`config.mk`:
```
export PLATFORM = sky130hd
export DESIGN_NAME = ntt_ctrl
export DESIGN_NICKNAME = d
export VERILOG_FILES = /design/src/rtl/ntt_pkg.sv /design/src/rtl/ntt_addr_gen.sv /design/src/rtl/ntt_ctrl.sv
export SDC_FILE = /design/constraint.sdc
export NUM_CORES = 1
export LEC_CHECK = 0
export CORE_UTILIZATION = 50
export DETAILED_ROUTE_END_ITERATION = 8
export PLACE_DENSITY = 0.77
export SYNTH_ARGS = -nofsm -noshare
export SYNTH_HDL_FRONTEND = slang
export SYNTH_SLANG_ARGS = --single-unit
```
`constraint.sdc`:
```
create_clock -name clk -period 2.6 [get_ports clk]
set_input_delay 0.26 -clock clk [delete_from_list [all_inputs] [get_ports clk]]
set_output_delay 0.26 -clock clk [all_outputs]
set_load 0.02 [all_outputs]
```
`src/rtl/ntt_pkg.sv`:
```
// Shared types and latency derivation for the NTT controller.
package ntt_pkg;

  typedef enum logic [1:0] {
    StIdle,
    StRun,
    StWait,
    StDone
  } ntt_state_e;

  // Operand memory returns read data one cycle after the address.
  localparam int unsigned MemRdLat = 1;

  // Read-to-write-back distance: memory read plus butterfly pipeline.
  function automatic int unsigned wb_lat(input int unsigned bf_lat);
    return bf_lat + MemRdLat;
  endfunction

endpackage

```
`src/rtl/ntt_addr_gen.sv`:
```
// Combinational butterfly operand and twiddle address generator.
// For stage s (m = 2^s) and butterfly index j: a = (j/m)*2m + j%m, b = a + m,
// tw = (j%m) << (LOGN-1-s).
module ntt_addr_gen #(
  parameter int LOGN = 8,
  parameter int SW   = $clog2(LOGN)
) (
  input  logic [LOGN-2:0] j,
  input  logic [SW-1:0]   s,
  output logic [LOGN-1:0] addr_a,
  output logic [LOGN-1:0] addr_b,
  output logic [LOGN-2:0] tw
);

  logic [LOGN-1:0] m;
  logic [LOGN-1:0] blk;
  logic [LOGN-2:0] k_mask;
  logic [LOGN-2:0] k;

  // Split j into block base and in-block offset, then spread blocks by 2m.
  always_comb begin
    m      = LOGN'(1) << s;
    k_mask = ~({(LOGN-1){1'b1}} << s);
    k      = j & k_mask;
    blk    = ({1'b0, j} >> s) << s;
    addr_a = (blk << 1) | {1'b0, k};
    addr_b = addr_a | m;
    tw     = k << (SW'(LOGN - 1) - s);
  end

endmodule

```
`src/rtl/ntt_ctrl.sv`:
```
// NTT/INTT in-place transform sequencer: issues one butterfly per cycle per
// stage, waits for the write-back pipeline to drain between stages, and
// replays read addresses as write-back addresses after the pipeline delay.
// Optional macro NTT_CTRL_STALL_EN adds a stall input that freezes sequencing.
module ntt_ctrl
  import ntt_pkg::*;
#(
  parameter int LOGN   = 8,
  parameter int BF_LAT = 2
) (
  input  logic                    clk,
  input  logic                    rst_n,
  input  logic                    start,
  input  logic                    inverse,
`ifdef NTT_CTRL_STALL_EN
  input  logic                    stall,
`endif
  output logic                    busy,
  output logic                    done,
  output logic                    mode,
  output logic                    rd_en,
  output logic [LOGN-1:0]         rd_addr_a,
  output logic [LOGN-1:0]         rd_addr_b,
  output logic [LOGN-2:0]         tw_addr,
  output logic                    wr_en,
  output logic [LOGN-1:0]         wr_addr_a,
  output logic [LOGN-1:0]         wr_addr_b,
  output logic [$clog2(LOGN)-1:0] stage
);

  localparam int SW = $clog2(LOGN);
  localparam int L  = int'(wb_lat(BF_LAT));
  localparam int WW = $clog2(L + 1);

  localparam logic [LOGN-2:0] JLast     = '1;
  localparam logic [SW-1:0]   StageTop  = SW'(LOGN - 1);
  localparam logic [WW-1:0]   WaitLast  = WW'(L - 1);

  ntt_state_e      state_q;
  logic [LOGN-2:0] j_q;
  logic [SW-1:0]   stage_q;
  logic [WW-1:0]   wcnt_q;
  logic            mode_q;
  logic            busy_q;
  logic            done_q;

  logic            hold;
  logic            last_stage;
  logic [SW-1:0]   stage_nxt;
  logic [LOGN-1:0] gen_a;
  logic [LOGN-1:0] gen_b;
  logic [LOGN-2:0] gen_tw;

  logic [L-1:0]    dl_en;
  logic [LOGN-1:0] dl_a [L];
  logic [LOGN-1:0] dl_b [L];

`ifdef NTT_CTRL_STALL_EN
  assign hold = stall;
`else
  assign hold = 1'b0;
`endif

  // NTT walks stages upward, INTT downward.
  assign last_stage = mode_q ? (stage_q == '0) : (stage_q == StageTop);
  assign stage_nxt  = mode_q ? (stage_q - 1'b1) : (stage_q + 1'b1);

  ntt_addr_gen #(
    .LOGN (LOGN),
    .SW   (SW)
  ) u_addr_gen (
    .j      (j_q),
    .s      (stage_q),
    .addr_a (gen_a),
    .addr_b (gen_b),
    .tw     (gen_tw)
  );

  // Sequencing FSM: butterfly index, stage, drain counter and status flags.
  always_ff @(posedge clk or negedge rst_n) begin
    if (!rst_n) begin
      state_q <= StIdle;
      j_q     <= '0;
      stage_q <= '0;
      wcnt_q  <= '0;
      mode_q  <= 1'b0;
      busy_q  <= 1'b0;
      done_q  <= 1'b0;
    end else begin
      unique case (state_q)
        StIdle: begin
          if (start) begin
            state_q <= StRun;
            mode_q  <= inverse;
            busy_q  <= 1'b1;
            j_q     <= '0;
            wcnt_q  <= '0;
            stage_q <= inverse ? StageTop : '0;
          end
        end
        StRun: begin
          if (!hold) begin
            j_q <= j_q + 1'b1;
            if (j_q == JLast) begin
              state_q <= StWait;
              wcnt_q  <= '0;
            end
          end
        end
        StWait: begin
          if (!hold) begin
            if (wcnt_q == WaitLast) begin
              if (last_stage) begin
                state_q <= StDone;
                done_q  <= 1'b1;
              end else begin
                state_q <= StRun;
                stage_q <= stage_nxt;
              end
            end else begin
              wcnt_q <= wcnt_q + 1'b1;
            end
          end
        end
        StDone: begin
          state_q <= StIdle;
          done_q  <= 1'b0;
          busy_q  <= 1'b0;
        end
        default: state_q <= StIdle;
      endcase
    end
  end

  // Addresses are forced to zero when idle so reset/idle outputs are clean.
  assign rd_en     = (state_q == StRun) && !hold;
  assign rd_addr_a = rd_en ? gen_a : '0;
  assign rd_addr_b = rd_en ? gen_b : '0;
  assign tw_addr   = rd_en ? gen_tw : '0;

  // Write-back delay line: read strobe/addresses shifted L cycles, never stalled.
  always_ff @(posedge clk or negedge rst_n) begin
    if (!rst_n) begin
      dl_en <= '0;
      for (int i = 0; i < L; i++) begin
        dl_a[i] <= '0;
        dl_b[i] <= '0;
      end
    end else begin
      dl_en[0] <= rd_en;
      dl_a[0]  <= rd_addr_a;
      dl_b[0]  <= rd_addr_b;
      for (int i = 1; i < L; i++) begin
        dl_en[i] <= dl_en[i-1];
        dl_a[i]  <= dl_a[i-1];
        dl_b[i]  <= dl_b[i-1];
      end
    end
  end

  assign wr_en     = dl_en[L-1];
  assign wr_addr_a = dl_a[L-1];
  assign wr_addr_b = dl_b[L-1];

  assign busy  = busy_q;
  assign done  = done_q;
  assign mode  = mode_q;
  assign stage = stage_q;

endmodule

```
==> reports/metrics.yaml <==
ys_ff_latch: 68
finalMaxSlewViolations: 0
post-route-period-util_pct: 94.7
ant_nets: 0
die_area_um2: 5990
grt_pass1_vias: 1791
overflow: 0
place_hpwl_um: 3680
synth_warnings: 0
cts_sinks: 68
max-slew-margin-rel_pct: 49.1
syn_nets: 261
synth_top_area_share_pct: 59.9
row_count: 27
synth_cell_types: 47
max_freq_mhz: 406
synth-seq-area-share_pct: 59.9
seq_area_um2: 1700
insertion_delay_ns: 0.33
fin_skew_ns: 0.00711
die_height_um: 77.4
internal_power_mw: 2.71
num_io_pins: 51
wirelength_um: 5430
die_width_um: 77.4
holdCritPathClass: "flop to flop"
worstRegToRegCells: 7
power_frac_seq_pct: 40.6
hold_start: "dl_a[23]"
dp_slack_ns: 0.354
core_um2: 5510
crit_path_max_fanout: 8
cts_buffers: 9
cts_tree: "done"
first_pass_iters: 4
place.gp.congestion: 0.922
start_util_pct: 51.6
yosys-top-cells-area: "dfrtp_1 60%, buf_4 4.2%, mux2i_1 3.5%"
drive_above_1_share_pct: 14.3
power_density_nw_per_um2: 1180
syn_area_per_cell_um2: 11.2
cp-end-kind: "primary output"
p_leak_nw: 1.58
drv_cap: 0
syn_inst: 254
clockPowerShare_pct: 20.3
min_path_cells: 0
via_per_inst: 5.20
ir_drop_mv: 0.621
status: "complete, no violations"
worstPathArrival_ns: 2.20
timing.rr.start: "stage[0]"
p_sw_mw: 1.50
fillerInstances: 412
grtUsageTotal_pct: 19.9
design_area_um2: 3560
rsz0062_at_grt: "false"
htree_levels: 3
grt_max_degree: 36
power_frac_comb_pct: 39.1
crit_type: "flop to primary output"
drt-initial-drc-count: 93
route.detailed.wl_per_inst_um: 14.6
cp-start-kind: "flop"
area_delta_synth_final_pct: 25.3
multiInputGateArea_um2: 913
final_net_count: 302
setup_tns_ns: 0
finalSetupViolations: 0
synthFlopType: "dfrtp_1"
setup_ws_ns: 0.138
period_needed_ns: 2.46
vias: 1935
clk_pin_slew_ns: 0.07
port_buffers: 50
tightest_slew_ns: 0.763
synth_area_um2: 2840
drc: 0
timing.final.hold_violations: 0
cts_max_path_buffers: 2
required_ns: 2.34
n_antenna_cell: 0
grt_pass1_wl_um: 8930
root_buffer: "clkbuf_8"
p_sw_share_pct: 35.5
synth-async-reset-ratio_pct: 100
synth_edf_count: 0
yosysTopAreaCell: "dfrtp_1"
startpoint: "stage[0]"
antenna_found_initial: 0
place_area_um2: 3330
[per-layer routing]
metal	up-vias	share of wire, %	global-route usage (%)	wire [um]
li1	932	-	-	-
met1	945	44	25.7	2410
met2	48	49	30.5	2660
met3	10	4.8	7.06	263
met4	0	1.7	8.68	93
met5	-	0	0	0
[per-stage QoR]
step                power [mW]  std cells  hold WS [ns]  utilization, %
floorplan                 2.76        254       -0.0356               -
global placement          3.33        354         0.331            60.4
detailed placement        3.37        354         0.335            60.4
CTS                       4.24        371         0.350            64.2
global route              4.45        372         0.355            64.6
finish                    4.21        372         0.349            64.6
[layout by cell type, fill, tap and decap left out, drive strengths merged, types with 7 or more instances in the layout]
| cell type | n |
|---|---|
| nor3 | 7 |
| mux2i | 10 |
| nand2 | 18 |
| inv | 8 |
| dfrtp | 68 |
| nor2 | 18 |
| buf | 14 |
| o21ai | 16 |
| clkbuf | 10 |
| a21oi | 17 |
| clkdlybuf4s50 | 45 |
[layout make-up]
class / instances / share of cell area (%)
tap: 72 / 2.53
clock buffer: 10 / 3.87
timing repair buffer: 64 / 17.4
sequential: 68 / 47.9
inverter: 8 / 0.949
clock inverter: 6 / 1.76
multi-input combinational: 144 / 25.7
[worst paths after layout]
kind,to,slack [ns]
worst max-delay path,tw_addr[5],0.14
worst min-delay path,dl_a[15],0.35
worst max register to register,stage[2],0.70
worst min register to register,dl_a[15],0.35
max in group asynchronous,stage[1],1.42
min in group asynchronous,wr_addr_b[2],0.54
[power groups by stage]
stage                     Sequential (mW)  Clock (mW)  Combinational, mW
after floorplan                      1.63           0               1.13
after global placement               1.70           0               1.63
after detailed placement             1.73           0               1.65
after CTS                            1.71       0.883               1.65
after global routing                 1.76       0.920               1.76
final                                1.71       0.855               1.64
[cells in the mapped netlist (3+ instances only)]
library cell  number
clkbuf_1          12
buf_4             16
inv_1              7
nor2_1            17
nand3_1            6
nor2b_1            4
dfrtp_1           68
mux2i_1           10
a31oi_1            3
a22o_1             3
buf_2              4
nand2_1           18
a21oi_1           17
nand2b_1           6
o21ai_0           16
nor3_1             7
[worst max-delay path, cell delays in order (launching register included)]
cell	delay, ns
dfrtp_1	0.48
buf_4	0.21
mux2i_1	0.29
mux2i_1	0.11
a21oi_1	0.16
nor2_1	0.08
clkdlybuf4s50_1	0.53
[cells by family (layout without fill, tap and decap cells)]
group | Yosys count | after routing | share of synthesized area (%)
AOI/OAI and AO/OA | 53 | 53 | 12.0
xor gates and xnor gates | 3 | 3 | 0.925
adders and majority gates | 3 | 3 | 1.59
buffers and inverters | 42 | 88 | 8.23
DFF | 68 | 68 | 59.9
muxes | 12 | 12 | 4.32
and+or+nand+nor | 73 | 73 | 13.1
[repair_timing]
item / 4_1_cts / 5_1_grt
setup endpoints to repair: 2 / 10
endpoints found under the hold margin: 11 / 0
gates resized for setup: 2 / 7
hold buffers: 1 / 0
setup buffers: 0 / 1
gates cloned: 0 / 0
[registers in the layout, indices dropped and copies added (netlist names), 2 cells and up]
| register | flops |
|---|---|
| dl_a | 16 |
| dl_b | 16 |
| wr_addr_a | 8 |
| wr_addr_b | 8 |
| j_q | 7 |
| dl_en | 3 |
| stage | 3 |
| state_q | 2 |
| wcnt_q | 2 |
Power figures use the tool's default switching activity.
